--- config.mk ---
export PLATFORM = sky130hd
export DESIGN_NAME = adc_data_sim_top
export DESIGN_NICKNAME = d
export VERILOG_FILES = /design/src/rtl/adc_data_sim_pkg.sv /design/src/rtl/adc_data_sim_top_lane_deser.sv /design/src/rtl/adc_data_sim_top.sv
export SDC_FILE = /design/constraint.sdc
export NUM_CORES = 1
export LEC_CHECK = 0
export ABC_AREA = 1
export CAP_MARGIN = 30
export CORE_MARGIN = 4
export CORE_UTILIZATION = 40
export DETAILED_ROUTE_END_ITERATION = 10
export PLACE_DENSITY = 0.69
export SETUP_SLACK_MARGIN = 0.5
export SLEW_MARGIN = 25
export SYNTH_ARGS = -nofsm -noshare
export SYNTH_HDL_FRONTEND = slang
export SYNTH_HIERARCHICAL = 1
export SYNTH_SLANG_ARGS = --single-unit
--- constraint.sdc ---
create_clock -name G1LCLK0P -period 21 [get_ports G1LCLK0P]
set_input_delay 5.25 -clock G1LCLK0P [delete_from_list [all_inputs] [get_ports G1LCLK0P]]
set_output_delay 5.25 -clock G1LCLK0P [all_outputs]
set_load 0.1 [all_outputs]
--- src/rtl/adc_data_sim_pkg.sv ---
// Shared constants and helpers for the group-1 ADC receiver.
// Optional DAQ_VALID output is enabled by defining DAQ_VALID_EN.
package adc_data_sim_pkg;

  localparam int NCH   = 16;
  localparam int NBITS = 12;
  localparam int HW    = NBITS + 1;
  localparam int DW    = NCH * NBITS;

  localparam logic [NBITS-1:0] FRAME_PAT = 12'h03F;

  function automatic logic [NBITS-1:0] lane_slice(
    input logic [HW-1:0] h,
    input logic          off
  );
    return off ? h[HW-1:1] : h[NBITS-1:0];
  endfunction

endpackage

--- src/rtl/adc_data_sim_top_lane_deser.sv ---
// One LVDS lane: differential receive, DDR capture, 13-bit history.
// Pairs enter the history oldest-first: fall bit at [11], rise at [12].
module adc_lane_deser
  import adc_data_sim_pkg::*;
(
  input  logic          clk,
  input  logic          rst,
  input  logic          pad_p,
  input  logic          pad_n,
  output logic [HW-1:0] hist
);

  logic d;
  logic fall;
  logic fall_r;
  logic rise;

  assign d = pad_p & ~pad_n;

  always_ff @(negedge clk or posedge rst) begin
    if (rst) fall <= 1'b0;
    else     fall <= d;
  end

  // fall_r holds the falling-edge bit that precedes the rise bit
  always_ff @(posedge clk or posedge rst) begin
    if (rst) begin
      rise   <= 1'b0;
      fall_r <= 1'b0;
      hist   <= '0;
    end else begin
      rise   <= d;
      fall_r <= fall;
      hist   <= {rise, fall_r, hist[HW-1:2]};
    end
  end

endmodule

--- src/rtl/adc_data_sim_top.sv ---
// Group-1 ADC receiver: 16 data lanes + frame lane, word alignment.
// Define DAQ_VALID_EN to add the DAQ_VALID update strobe.
module adc_data_sim_top
  import adc_data_sim_pkg::*;
(
  input  logic           G1LCLK0P,
  input  logic           G1LCLK0N,
  input  logic           RST,
  input  logic           ALTXO_CLK_AC_P,
  input  logic           ALTXO_CLK_AC_N,
  input  logic           G1ADCLK0P,
  input  logic           G1ADCLK0N,
  input  logic [NCH-1:0] G1AD_P,
  input  logic [NCH-1:0] G1AD_N,
  output logic [DW-1:0]  G1DAQ16CH
`ifdef DAQ_VALID_EN
  ,
  output logic           DAQ_VALID
`endif
);

  logic          lclk;
  logic          unused_pins;
  logic [HW-1:0] fhist;
  logic [HW-1:0] hist [NCH];
  logic          m0;
  logic          m1;
  logic          match;
  logic          off_sel;
  logic [DW-1:0] slices;
  logic [DW-1:0] slice_q;
  logic          det_q;
  logic          offset_q;

  assign lclk        = G1LCLK0P;
  assign unused_pins = ^{ALTXO_CLK_AC_P, ALTXO_CLK_AC_N, G1LCLK0N};

  adc_lane_deser u_frame (
    .clk   (lclk),
    .rst   (RST),
    .pad_p (G1ADCLK0P),
    .pad_n (G1ADCLK0N),
    .hist  (fhist)
  );

  for (genvar ch = 0; ch < NCH; ch++) begin : g_lane
    adc_lane_deser u_lane (
      .clk   (lclk),
      .rst   (RST),
      .pad_p (G1AD_P[ch]),
      .pad_n (G1AD_N[ch]),
      .hist  (hist[ch])
    );
  end

  assign m0      = (fhist[NBITS-1:0] == FRAME_PAT);
  assign m1      = (fhist[HW-1:1] == FRAME_PAT);
  assign match   = m0 | m1;
  assign off_sel = ~m0;

  always_comb begin
    slices = '0;
    for (int ch = 0; ch < NCH; ch++) begin
      slices[ch*NBITS +: NBITS] =
        lane_slice(hist[ch], off_sel);
    end
  end

  // slices are frozen at the detect edge, published one edge later
  always_ff @(posedge lclk or posedge RST) begin
    if (RST) begin
      det_q     <= 1'b0;
      offset_q  <= 1'b0;
      slice_q   <= '0;
      G1DAQ16CH <= '0;
    end else begin
      det_q <= match;
      if (match) begin
        offset_q <= off_sel;
        slice_q  <= slices;
      end
      if (det_q) G1DAQ16CH <= slice_q;
    end
  end

`ifdef DAQ_VALID_EN
  always_ff @(posedge lclk or posedge RST) begin
    if (RST) DAQ_VALID <= 1'b0;
    else     DAQ_VALID <= det_q;
  end
`endif

endmodule

==> results of run 1 <==
placed cells by master (no fill, tap or decap), drive strengths merged:
| cell | count |
|---|---|
| nand4 | 16 |
| clkinvlp | 3 |
| buf | 51 |
| inv | 231 |
| nand2 | 375 |
| dfrtp | 640 |
| nor2 | 23 |
| bufinv | 2 |
| mux2 | 192 |
| clkdlybuf4s50 | 226 |
| dfrtn | 17 |
| nand3 | 563 |
| clkinv | 9 |
| clkbuf | 109 |
layer usage:
metal | vias up | global-route usage | share of wire
li1 | 7585 | - | -
met4 | 0 | 0.0542 | 0.022
met1 | 8256 | 0.221 | 0.44
met2 | 347 | 0.273 | 0.49
met5 | - | 0 | 0
met3 | 85 | 0.0291 | 0.047
registers in the layout, indices dropped and copies added, names as in the netlist:
name	cells
g_lane.u_lane/fall_r	16
slice_q	192
u_frame/rise	1
G1DAQ16CH	192
g_lane.u_lane/hist	208
u_frame/fall_r	1
det_q	1
u_frame/fall	1
g_lane.u_lane/fall	16
u_frame/hist	13
g_lane.u_lane/rise	16
worst max-delay path by stage:
stage,startpoint,cells after the start,endpoint
2_1_floorplan,G1AD_P[0],2,g_lane[0].u_lane/fall
3_3_place_gp,RST,2,g_lane[8].u_lane/fall
3_5_place_dp,RST,2,g_lane[7].u_lane/fall
4_1_cts,RST,2,g_lane[3].u_lane/fall
5_1_grt,RST,2,g_lane[6].u_lane/fall
6_report,RST,2,g_lane[3].u_lane/fall
final cells by class:
type / count / share of cell area
Inverter: 231 / 0.0288
Tap cell: 782 / 0.0320
Sequential cell: 657 / 0.538
Timing Repair Buffer: 277 / 0.110
Multi-Input combinational cell: 1169 / 0.219
Clock inverter: 14 / 0.00462
Clock buffer: 109 / 0.0687
power by group:
part | internal (mW) | switching, mW | leakage, nW
logic | 0.0156 | 0.0438 | 5.70
registers | 1.29 | 0.0131 | 8.88
clock network | 0.713 | 0.488 | 1.09
kinds of logic (layout without fill, tap and decap cells):
kind of cell | Yosys count | after routing | synth area share
AND/OR/NAND/NOR | 977 | 977 | 0.182
flip-flops | 657 | 657 | 0.667
buffers and inverters | 375 | 631 | 0.0638
multiplexers | 192 | 192 | 0.0877
==> flow_summary.rst, run 1 <==
.. list-table::
   :header-rows: 1

   * - Metric
     - Value
   * - Endpoint arrival time on the critical path
     - 6.21 ns
   * - Startpoint of the tightest hold check path
     - g_lane[7].u_lane/rise
   * - CP Cell Sequence
     - buf_2 -> inv_1
   * - Number of iterations in the first detailed-routing pass
     - 5
   * - Max-slew violation total from the final report
     - 0
   * - Nature of the critical path endpoint
     - asynchronous set/reset pin
   * - Die height
     - 256 um
   * - Yosys warning total
     - 6
   * - Routability Congestion
     - 0.757
   * - WL/cell
     - 16.5 um
   * - Slowest CP cell
     - sky130_fd_sc_hd__inv_1
   * - Pin count of the biggest net entering global routing
     - 133
   * - Area share of the largest cell type after synthesis
     - 0.649
   * - Area of combinational cells with multiple inputs
     - 6690 um2
   * - Dominant cells by area after synthesis
     - sky130_fd_sc_hd__dfrtp_1 65%, sky130_fd_sc_hd__nand3_1 11%, sky130_fd_sc_hd__mux2_2 8.8%
   * - Top Ports
     - 231
   * - Startpoint type of the worst setup path
     - input port
   * - Number of setup violations in the final report
     - 0
   * - TritonCTS clock tree
     - yes
   * - Tightest Pin Transition
     - 1.00 ns
   * - Number of non-filler instances in the completed layout
     - 3239
   * - Syn_nets
     - 2240
   * - Total area of sequential cells
     - 16400 um2
   * - Most repeated cell in the gate-level netlist after synthesis
     - sky130_fd_sc_hd__dfrtp_1
   * - Post-route setup slack
     - 5.02 ns
   * - Most frequent cells after synthesis
     - 640 x sky130_fd_sc_hd__dfrtp_1, 563 x sky130_fd_sc_hd__nand3_1, 372 x sky130_fd_sc_hd__nand2_1
   * - Remaining antenna violation count after routing
     - 0
   * - End point of the worst hold path
     - g_lane[7].u_lane/hist[12]
   * - Leftover overflow at the end of global routing
     - 0
   * - WL final
     - 53400 um
   * - Synth Area per Inst
     - 11.2 um2
   * - Terminus of the critical flop-to-flop path
     - g_lane[3].u_lane/fall_r
   * - Estimated wirelength of the detail-placed design
     - 32300 um
   * - Number of remaining DRC errors
     - 0
   * - Hold crit path type
     - reg -> reg
   * - Wire length of the first global-routing pass
     - 89200 um
   * - Cell accounting for the most synthesized area
     - sky130_fd_sc_hd__dfrtp_1
   * - Worst Hold Depth
     - 0
   * - Critical path class
     - in -> async
   * - Post-Syn Area
     - 24700 um2
   * - Number of failing hold endpoints at the final stage
     - 0
   * - Unique cell type count in the Yosys netlist
     - 18
   * - CTS hold repair buffers
     - 0
   * - Core ar.
     - 60700 um2
   * - Root Driver
     - sky130_fd_sc_hd__clkbuf_16
   * - Critical-path maximum fanout
     - 18
   * - Family with the most delay on the worst path
     - buffers and inverters
   * - Number of antenna violations at the first check in global routing
     - 0
   * - VDD IR max
     - 48.4 uV
   * - Deepest level of the CTS H-tree
     - 3
   * - Design Area, Final
     - 30600 um2
   * - P_leak
     - 15.7 nW
   * - Worst hold slack
     - 0.347 ns
   * - Post-CTS Setup Inserts
     - 0
   * - Drt initial violations
     - 1027
   * - Proportion of synthesized flip-flops having asynchronous set or reset
     - 1.00
   * - Max cap viols
     - 0
   * - Fill cell instance count of the final layout
     - 5226
   * - RR Startpoint
     - g_lane[3].u_lane/fall
   * - Clock sinks
     - 657
   * - Pwr Density
     - 83.9 nW/um2
   * - Sequential cell area fraction in the yosys report
     - 0.667
   * - Clock transition at the register clock pins on the worst setup and hold paths after CTS
     - 0.06 ns
   * - Fraction of layout cells with a size suffix above 1
     - 0.151
   * - Std cell rows
     - 90
   * - Width of the chip
     - 256 um
   * - Area delta synth->final
     - 24.0%
   * - Instance count of the mapped netlist
     - 2201
   * - Largest stage delay on the critical path
     - 0.59 ns
   * - Initial standard-cell utilization of the core
     - 0.406
   * - Run status
     - finished clean
   * - Max Clock Skew
     - 0.0196 ns
   * - Placed insts
     - 3112
   * - TNS Setup
     - 0 ns
   * - Total power draw
     - 2.57 mW
   * - Net count reported at finish
     - 2445
   * - Number of clock buffers inserted by TritonCTS
     - 70
   * - Fin util
     - 0.504
   * - Seq cells post-synth
     - 657
   * - Total global routing track utilization
     - 0.165
   * - Worst slack, placed
     - 4.40 ns
   * - Total inserted antenna cells
     - 0
   * - R2R Setup Slk
     - 10.06 ns
   * - Cell depth of the worst flop-to-flop path
     - 0
   * - Count of buffers from port buffering
     - 227
   * - Required time reported for the critical path endpoint
     - 11.24 ns
   * - Vias per cell
     - 5.02
   * - Number of buffers on the longest clock path
     - 3
   * - Post-synth EDFFs
     - 0
   * - Die footprint
     - 65700 um2
   * - Setup repair after global routing missed its margin
     - false
   * - Post-CTS sizing
     - 0
   * - Clock latency on the worst-skew pair
     - 0.60 ns
   * - Most instantiated flip-flop cell in the synthesis netlist
     - sky130_fd_sc_hd__dfrtp_1
   * - Critical path buffer and inverter count
     - 2
   * - Area of placed instances
     - 28200 um2
   * - Worst max-slew margin expressed relative to the limit
     - 0.329
   * - Number of global-route vias before repair
     - 16674
   * - Number of vias after detailed routing
     - 16273
Note: power is estimated with default switching activity, not from simulation.
==> run 2, diff against run 1 <==
- PLACE_DENSITY: 0.69 -> 0.71
- clock period: 21 -> 13.8 ns (I/O delays scaled with it)
==> run 2 against run 1 <==
  * First-iteration DRC count up 0.39%
  * Non-clock buffer count fell by 11
  * Critical path depth up 1
  * Final area is 0.54% lower
  * Routed wire length fell by 1.6%
  * Utilization is 0.27 points lower
  * Setup slack got worse by 1.9 ns
  * Die area unchanged
  * Critical endpoint is now g_lane[13].u_lane/fall
  * Largest power group unchanged
==> flow_summary.rst, run 2 (synthesis results as in run 1) <==
.. list-table::
   :header-rows: 1

   * - Metric
     - Value
   * - Root Driver
     - sky130_fd_sc_hd__clkbuf_16
   * - P_leak
     - 15.6 nW (-0.23%)
   * - Switching share of power
     - 0.211 (-0.00162)
   * - Clock transition at the register clock pins on the worst setup and hold paths after CTS
     - 0.06 ns (about the same)
   * - Max-slew violation total from the final report
     - 0 (unchanged)
   * - Number of global-route vias before repair
     - 16453 (-1.3%)
   * - Critical path buffer and inverter count
     - 2 (unchanged)
   * - Logic pwr share
     - 0.023 (about the same)
   * - Largest registers
     - g_lane.u_lane/hist: 208 flops, G1DAQ16CH: 192 flops, slice_q: 192 flops
   * - Power dissipated by switching net loads
     - 837 uW (+54%)
   * - Startpoint of the tightest hold check path
     - g_lane[13].u_lane/rise
   * - Area delta synth->final
     - 23.4%
   * - Die footprint
     - 65700 um2 (unchanged)
   * - WL/cell
     - 16.2 um (-1.4%)
   * - Number of buffers on the longest clock path
     - 3 (unchanged)
   * - Critical-path maximum fanout
     - 4 (-14)
   * - Number of iterations in the first detailed-routing pass
     - 5 (unchanged)
   * - Required time reported for the critical path endpoint
     - 7.43 ns (-3.81 ns)
   * - Startpoint type of the worst setup path
     - input port
   * - Width of the chip
     - 256 um (unchanged)
   * - Leftover overflow at the end of global routing
     - 0 (unchanged)
   * - Fraction of layout cells with a size suffix above 1
     - 0.152 (+0.000840)
   * - Wire length of the first global-routing pass
     - 87500 um (-1.9%)
   * - TritonCTS clock tree
     - yes
   * - Max cap viols
     - 0 (unchanged)
   * - Net count reported at finish
     - 2433 (-0.49%)
   * - Number of vias after detailed routing
     - 16172 (-0.62%)
   * - Drt initial violations
     - 1031 (+0.39%)
   * - VDD IR max
     - 79.5 uV (+64%)
   * - Clock power frac
     - 0.477 (+0.009)
   * - WL final
     - 52500 um (-1.6%)
   * - Clock latency on the worst-skew pair
     - 0.59 ns (about the same)
   * - Seq pwr share
     - 0.500 (-0.009)
   * - Post-CTS sizing
     - 0 (unchanged)
   * - Post-CTS Setup Inserts
     - 0 (unchanged)
   * - Remaining antenna violation count after routing
     - 0 (unchanged)
   * - Setup crit start
     - G1AD_P[13]
   * - Total global routing track utilization
     - 0.160 (-0.00431)
   * - Core ar.
     - 60700 um2 (unchanged)
   * - Largest stage delay on the critical path
     - 0.47 ns (-0.12 ns)
   * - Initial standard-cell utilization of the core
     - 0.406 (unchanged)
   * - Clock sinks
     - 657 (unchanged)
   * - Number of setup violations in the final report
     - 0 (unchanged)
   * - Max Clock Skew
     - 0.0222 ns (+0.00260 ns)
   * - Most used cells in the layout excluding fill and tap cells
     - 639 x sky130_fd_sc_hd__dfrtp_1, 563 x sky130_fd_sc_hd__nand3_1, 371 x sky130_fd_sc_hd__nand2_1
   * - Tightest Pin Transition
     - 1.03 ns (+0.0274 ns)
   * - Routability Congestion
     - 0.771 (+1.8%)
   * - Endpoint arrival time on the critical path
     - 4.26 ns (-1.95 ns)
   * - Register containing the most flip-flops in the final layout
     - g_lane.u_lane/hist
   * - Slowest CP cell
     - sky130_fd_sc_hd__clkdlybuf4s50_1
   * - Total power draw
     - 3.98 mW (+55%)
   * - Worst max-slew margin expressed relative to the limit
     - 0.310 (-0.0183)
   * - Deepest level of the CTS H-tree
     - 3 (unchanged)
   * - Pin count of the biggest net entering global routing
     - 186 (+40%)
   * - Die height
     - 256 um (unchanged)
   * - Number of remaining DRC errors
     - 0 (unchanged)
   * - Run status
     - finished clean
   * - Hold crit path type
     - reg -> reg
   * - Number of flip-flops under the largest register name
     - 208 (unchanged)
   * - Internal power consumption
     - 3.14 mW (+55%)
   * - Nature of the critical path endpoint
     - register
   * - Setup repair after global routing missed its margin
     - false
   * - Critical path class
     - in -> reg
   * - Number of clock buffers inserted by TritonCTS
     - 69 (-1.4%)
   * - Top Ports
     - 231 (unchanged)
   * - Std cell rows
     - 90 (unchanged)
   * - Number of antenna violations at the first check in global routing
     - 0 (unchanged)
   * - Number of failing hold endpoints at the final stage
     - 0 (unchanged)
   * - Vias per cell
     - 5.00 (-0.47%)
   * - Most common cell after layout, fill and taps aside
     - sky130_fd_sc_hd__dfrtp_1
   * - Count of buffers from port buffering
     - 227 (unchanged)
   * - CTS hold repair buffers
     - 0 (unchanged)
   * - CP Cell Sequence
     - clkdlybuf4s50_1 -> inv_1 -> nor2_2
   * - Estimated wirelength of the detail-placed design
     - 31500 um (-2.4%)
   * - RR Startpoint
     - g_lane[0].u_lane/fall
   * - Pwr Density
     - 131 nW/um2 (+56%)
   * - TNS Setup
     - 0 ns (unchanged)
   * - Family with the most delay on the worst path
     - buffers and inverters
-- run 2: metal layers --
layer	share of wire	track usage	wire (um)	up-vias
li1	-	-	-	7568
met3	0.049	0.0334	2580	75
met4	0.022	0.0507	1160	0
met5	0	0	0	-
met2	0.49	0.266	25800	352
met1	0.44	0.213	23000	8177
-- run 2: area by class of cell --
class                           instances  area [um2]
Inverter                              231         871
Sequential cell                       657       16400
Clock inverter                         26         323
Multi-Input combinational cell       1169        6690
Clock buffer                          101        2040
Antenna cell                            2        5.00
Timing Repair Buffer                  266        3070
Fill cell                            5236       30300
Tap cell                              782         978
-- run 2: power groups by stage --
stage,Sequential [mW],Clock (mW),Combinational [mW]
2_1_floorplan,2.02,0,0.0611
3_3_place_gp,2.02,0,0.0882
3_5_place_dp,2.02,0,0.0923
4_1_cts,1.99,1.96,0.0927
5_1_grt,1.99,2.04,0.107
6_report,1.99,1.90,0.0901
-- run 2: worst paths after layout --
path | end | slack [ns] | cells after the start
min in group asynchronous | slice_q[167] | 3.27 | 2
setup / recovery | g_lane[13].u_lane/fall | 3.17 | 3
hold / removal | g_lane[13].u_lane/hist[12] | 0.34 | 0
max in group asynchronous | g_lane[7].u_lane/fall | 3.25 | 2
hold reg to reg | g_lane[13].u_lane/hist[12] | 0.34 | 0
setup reg to reg | g_lane[0].u_lane/fall_r | 6.44 | 0
-- run 2: per-stage QoR --
step,cells,setup slack [ns],instance area [um2],util,hold WS (ns)
2_1_floorplan,2201,3.22,24700,-,0.331
3_3_place_gp,3080,2.66,27400,0.451,0.333
3_5_place_dp,3102,2.58,28000,0.461,0.335
4_1_cts,3229,3.18,30300,0.500,0.340
5_1_grt,3232,3.11,30400,0.501,0.344
6_report,3234,3.17,30400,0.501,0.341
==> patch 1 (config.mk and constraints of run 2) <==
Add a define of `DAQ_VALID_EN`.
--- a/src/rtl/adc_data_sim_top.sv
+++ b/src/rtl/adc_data_sim_top.sv
@@ -1,5 +1,7 @@
 // Group-1 ADC receiver: 16 data lanes + frame lane, word alignment.
 // Define DAQ_VALID_EN to add the DAQ_VALID update strobe.
+`define DAQ_VALID_EN
+
 module adc_data_sim_top
   import adc_data_sim_pkg::*;
 (
New outputs: DAQ_VALID. Check against the original RTL: not checked (the comparison handles one clock edge and no latches or derived clocks); the edit may change what the design does.
==> patch 1 against run 2 <==
  * Power fell by 0.88%
  * Cell area fell by 0.84%
  * Worst setup slack improved by 0.075 ns
  * Critical endpoint is now g_lane[9].u_lane/fall
  * Wire length rose by 0.74%
  * Die area barely moved
  * Critical path type is now input port to asynchronous set/reset pin
  * Cell count barely moved
  * Sequential share of layout area rose by 0.54 points
  * Sequential cell count rose by 1
  * Combinational power rose by 2.2%
  * Synthesized area barely moved
==> patch 1: results (changes against run 2) <==
- Clk Latency, worst-skew pair: 0.59 ns (about the same)
- Initial DRC count: 945 (-8.3%)
- Worst EP arrival: 4.40 ns (+0.14 ns)
- Dpl cells: 3113 (+0.35%)
- Slew @ Worst Pin: 1.04 ns (+0.00750 ns)
- Synth cell count leaders: dfrtp_1 (641), nand3_1 (563), nand2_1 (387)
- Largest cells by area after synthesis: dfrtp_1 (65%), nand3_1 (11%), mux2_2 (8.8%)
- Dpl ws: 2.58 ns (+0.00322 ns)
- HPWL after detailed placement: 32400 µm (+2.8%)
- Via-per-instance ratio: 4.96 (-0.88%)
- Leakage: 15.6 nW (-0.41%)
- WL per Instance: 16.4 µm (+0.71%)
- Fin nets: 2444 (+0.45%)
- Cell variety after synth: 15 (-3)
- # fillers: 5226 (-0.19%)
- Xor and xnor area share after synthesis: 0 (unchanged)
- DP Area: 27800 µm² (-0.58%)
- Critical path's slowest cell: inv_1
- Global-route wire length before repair: 88800 µm (+1.5%)
- Final WS setup: 3.24 ns (+0.0748 ns)
- Status: finished clean
- FF-to-FF setup slack: 6.45 ns (about the same)
- CP max stage delay: 0.59 ns (+0.12 ns)
- Crit. Startpoint: RST
- Peak VDD IR: 0.0000847 V (+6.6%)
- Synth Area per Inst: 11.1 µm² (-0.58%)
- Worst Skew: 0.0183 ns (-0.00388 ns)
- DRT Pass-1 Iters: 6 (+1)
- Worst setup path endpoint: g_lane[9].u_lane/fall
- Vias in the first global route: 16800 (+2.3%)
- GPL Wtd Cong: 0.763 (-1.0%)
- Antenna diodes: 0 (-2)
- Maximum fanout along the worst path: 18 (+14)
- IO Port Bufs: 228 (+0.44%)
- Worst r2r src: g_lane[6].u_lane/fall
- RR Endpoint: g_lane[6].u_lane/fall_r
## patch 1: cell count changes in the layout (fill, tap and decap cells not counted), sizes merged
cell	before	now
nand4	16	0
clkinvlp	3	4
clkdlybuf4s50	224	225
nor2	23	38
bufinv	6	7
inv	233	232
dfrtp	640	641
nand2	375	389
diode	2	0
buf	42	37
clkbuf	101	93
## patch 1: logic make-up (layout without fill, tap and decap cells)
group         count (synthesis)  count (layout)
simple gates                990             990
flops                       658             658
buf+inv                     375             613
mux                         192             192
## patch 1: power by group
part	internal (mW)	switching, mW
Combinational	0.0247	0.0674
Clock	1.12	0.736
Sequential	1.97	0.0196
Total	3.12	0.823
## patch 1: cell type report
cell class / instances / area (µm²) / area share
Clock inverter: 26 / 328 / 0.0109
Sequential cell: 658 / 16500 / 0.546
Timing Repair Buffer: 262 / 2890 / 0.0957
Tap cell: 782 / 978 / 0.0324
Clock buffer: 93 / 1950 / 0.0646
Multi-Input combinational cell: 1182 / 6680 / 0.221
Inverter: 232 / 875 / 0.0290
## patch 1: routing by layer
metal | global-route usage | share of wire
met4 | 0.0520 | 0.021
met1 | 0.214 | 0.44
met5 | 0 | 0
met2 | 0.277 | 0.49
met3 | 0.0332 | 0.047
## patch 1: worst min-delay path by stage
stage	depth (start not counted)	start	slack (ns)	endpoint
CTS	0	u_frame/rise	0.34	u_frame/hist[12]
global placement	0	g_lane[10].u_lane/fall_r	0.33	g_lane[10].u_lane/hist[11]
global route	0	u_frame/fall_r	0.35	u_frame/hist[11]
floorplan	0	g_lane[0].u_lane/fall_r	0.33	g_lane[0].u_lane/hist[11]
finish	0	u_frame/rise	0.34	u_frame/hist[12]
detailed placement	0	g_lane[11].u_lane/rise	0.33	g_lane[11].u_lane/hist[12]
==> patch 2 (settings of run 2) <==
Made on the original files. Register the output `G1DAQ16CH` once more; this adds one clock of latency there.
--- a/src/rtl/adc_data_sim_top.sv
+++ b/src/rtl/adc_data_sim_top.sv
@@ -18,6 +18,8 @@
   output logic           DAQ_VALID
 `endif
 );
+
+  logic [DW-1:0] G1DAQ16CH_s0;
 
   logic          lclk;
   logic          unused_pins;
@@ -72,14 +74,14 @@
       det_q     <= 1'b0;
       offset_q  <= 1'b0;
       slice_q   <= '0;
-      G1DAQ16CH <= '0;
+      G1DAQ16CH_s0 <= '0;
     end else begin
       det_q <= match;
       if (match) begin
         offset_q <= off_sel;
         slice_q  <= slices;
       end
-      if (det_q) G1DAQ16CH <= slice_q;
+      if (det_q) G1DAQ16CH_s0 <= slice_q;
     end
   end
 
@@ -90,5 +92,9 @@
   end
 `endif
 
+  always_ff @(posedge G1LCLK0P) begin
+    G1DAQ16CH <= G1DAQ16CH_s0;
+  end
+
 endmodule
 
Function: not checked (the comparison handles one clock edge and no latches or derived clocks); the edit may change what the design does.
==> patch 2 against run 2 <==
  * Wire length up 0.65%
  * Power up 28%
  * Highest routed layer unchanged
  * Sequential share of layout area up 4.7 points
  * Cell area up 14%
  * Worst setup slack better by 0.060 ns
  * Sequential cell count up 192
  * Synthesized area up 15%
  * Register-to-register slack better by 0.02 ns
==> patch 2: results (changes against run 2) <==
- Status: finished clean
- Inserted Clock Buffers: 85 (+23%)
- Post-CTS Setup Repair Bufs: 0 (unchanged)
- P_int: 4.02 mW (+28%)
- Synth cell count leaders: dfrtp_1 (640), nand2_1 (582), nand3_1 (387)
- Ys async rst share: 0.774 (-0.226)
- FF-to-FF setup slack: 6.46 ns (+0.02 ns)
- Peak VDD IR: 0.0000930 V (+17%)
- Largest net degree at the start of global routing: 133 (-28%)
- Initial DRC count: 823 (-20%)
- Final WL: 52800 µm (+0.65%)
- Worst reg-to-reg path cell count: 0 (unchanged)
- Top reg by flops: g_lane.u_lane/hist
- Critical path's slowest cell: inv_1
- Fin nets: 2660 (+9.3%)
- DRT Pass-1 Iters: 6 (+1)
- CTS max path bufs: 3 (unchanged)
- Dpl cells: 3467 (+12%)
- # H-tree levels: 3 (unchanged)
- Initial antenna violation count: 0 (unchanged)
- GPL Wtd Cong: 0.730 (-5.3%)
- Via Count: 16800 (+3.9%)
- Clk Latency, worst-skew pair: 0.61 ns (+0.02 ns)
- Maximum fanout along the worst path: 18 (+14)
- Synth Area per Inst: 11.8 µm² (+4.9%)
- HPWL after detailed placement: 31100 µm (-1.1%)
- WHS Path Cells: 0 (unchanged)
- Worst-path clk slew: 0.06 ns (about the same)
- CP max stage delay: 0.60 ns (+0.13 ns)
- Worst Skew: 0.0256 ns (+0.00339 ns)
- Most used flip-flop cell after synthesis: dfrtp_1
- Post-cts sizing count: 0 (unchanged)
- Global-route wire length before repair: 87400 µm (about the same)
- Leakage: 17.5 nW (+12%)
- Share of cells above drive strength 1: 0.144 (-0.00781)
- Post-synth net total: 2446 (+9.2%)
- Cell variety after synth: 14 (-4)
- Dpl ws: 2.51 ns (-0.0688 ns)
- Crit path max-delay family: buffers and inverters
- # fillers: 6201 (+18%)
- Seq/Total Area, Yosys: 0.717 (+0.0505)
- Final WS setup: 3.23 ns (+0.0601 ns)
- Headroom to the max-slew limit: 0.317 (+0.00669)
- Total track usage: 0.143 (-0.0177)
- Hold/Removal Path Class: flop to flop
- Clock Tree Root: clkbuf_16
- Largest cells by area after synthesis: dfrtp_1 (57%), dfxtp_1 (14%), nand2_1 (7.7%)
- WL per Instance: 14.5 µm (-10%)
patch 2: changes by cell type after synthesis, moves of 2 or more:
cell,delta
buf_1,-19
buf_2,+32
buf_4,+6
buf_6,-7
clkbuf_1,-30
dfxtp_1,+192
inv_1,+17
nand2_1,+210
nand2_4,-2
nand3_1,-176
nand4_1,-16
patch 2: path summary, 6_finish.rpt:
kind                                              from                    endpoint
worst max-delay path                               RST      g_lane[11].u_lane/fall
worst min-delay path            g_lane[13].u_lane/rise  g_lane[13].u_lane/hist[12]
worst max register to register  g_lane[10].u_lane/fall    g_lane[10].u_lane/fall_r
worst min register to register  g_lane[13].u_lane/rise  g_lane[13].u_lane/hist[12]
max in group G1LCLK0P                        G1AD_P[6]       g_lane[6].u_lane/fall
min in group asynchronous                          RST            G1DAQ16CH_s0[71]
patch 2: kinds of logic (layout without fill, tap and decap cells):
group	Yosys count	in the layout	share of synthesized area
multiplexers	192	192	0.0764
flip-flops	849	849	0.717
other	0	1	0
AND/OR/NAND/NOR	991	991	0.150
buffers and inverters	375	662	0.0560
patch 2: stage by stage:
stage | cell area [µm²] | power (mW) | hold slack (ns)
6_report | 34500 | 5.07 | 0.342
5_1_grt | 34500 | 5.28 | 0.343
4_1_cts | 34400 | 5.15 | 0.343
3_5_place_dp | 31300 | 2.68 | 0.335
3_3_place_gp | 31200 | 2.68 | 0.331
2_1_floorplan | 28300 | 2.65 | 0.331
patch 2: cell type report:
class                      instances  area (µm²)  share of cell area
multi-input combinational       1183        6440               0.186
inverter                         249         943              0.0273
tap                              940        1180              0.0340
timing repair buffer             253        2660              0.0771
clock inverter                    39         567              0.0164
antenna                            1        2.50           0.0000724
clock buffer                     121        2460              0.0713
sequential                       849       20300               0.587
patch 2: per-layer routing:
layer  up-vias  track usage  wire length (µm)
met5         -            0                 0
met4         0       0.0461              1120
met3        83       0.0326              3030
met2       371        0.229             24600
met1      8298        0.194             24100
li1       8043            -                 -
patch 2: power by group through the flow:
stage	clock network, mW	registers (mW)	logic [mW]
after CTS	2.51	2.54	0.0952
final	2.44	2.54	0.0941
after global routing	2.62	2.54	0.112
after detailed placement	0	2.59	0.0945
after floorplan	0	2.58	0.0629
after global placement	0	2.59	0.0921
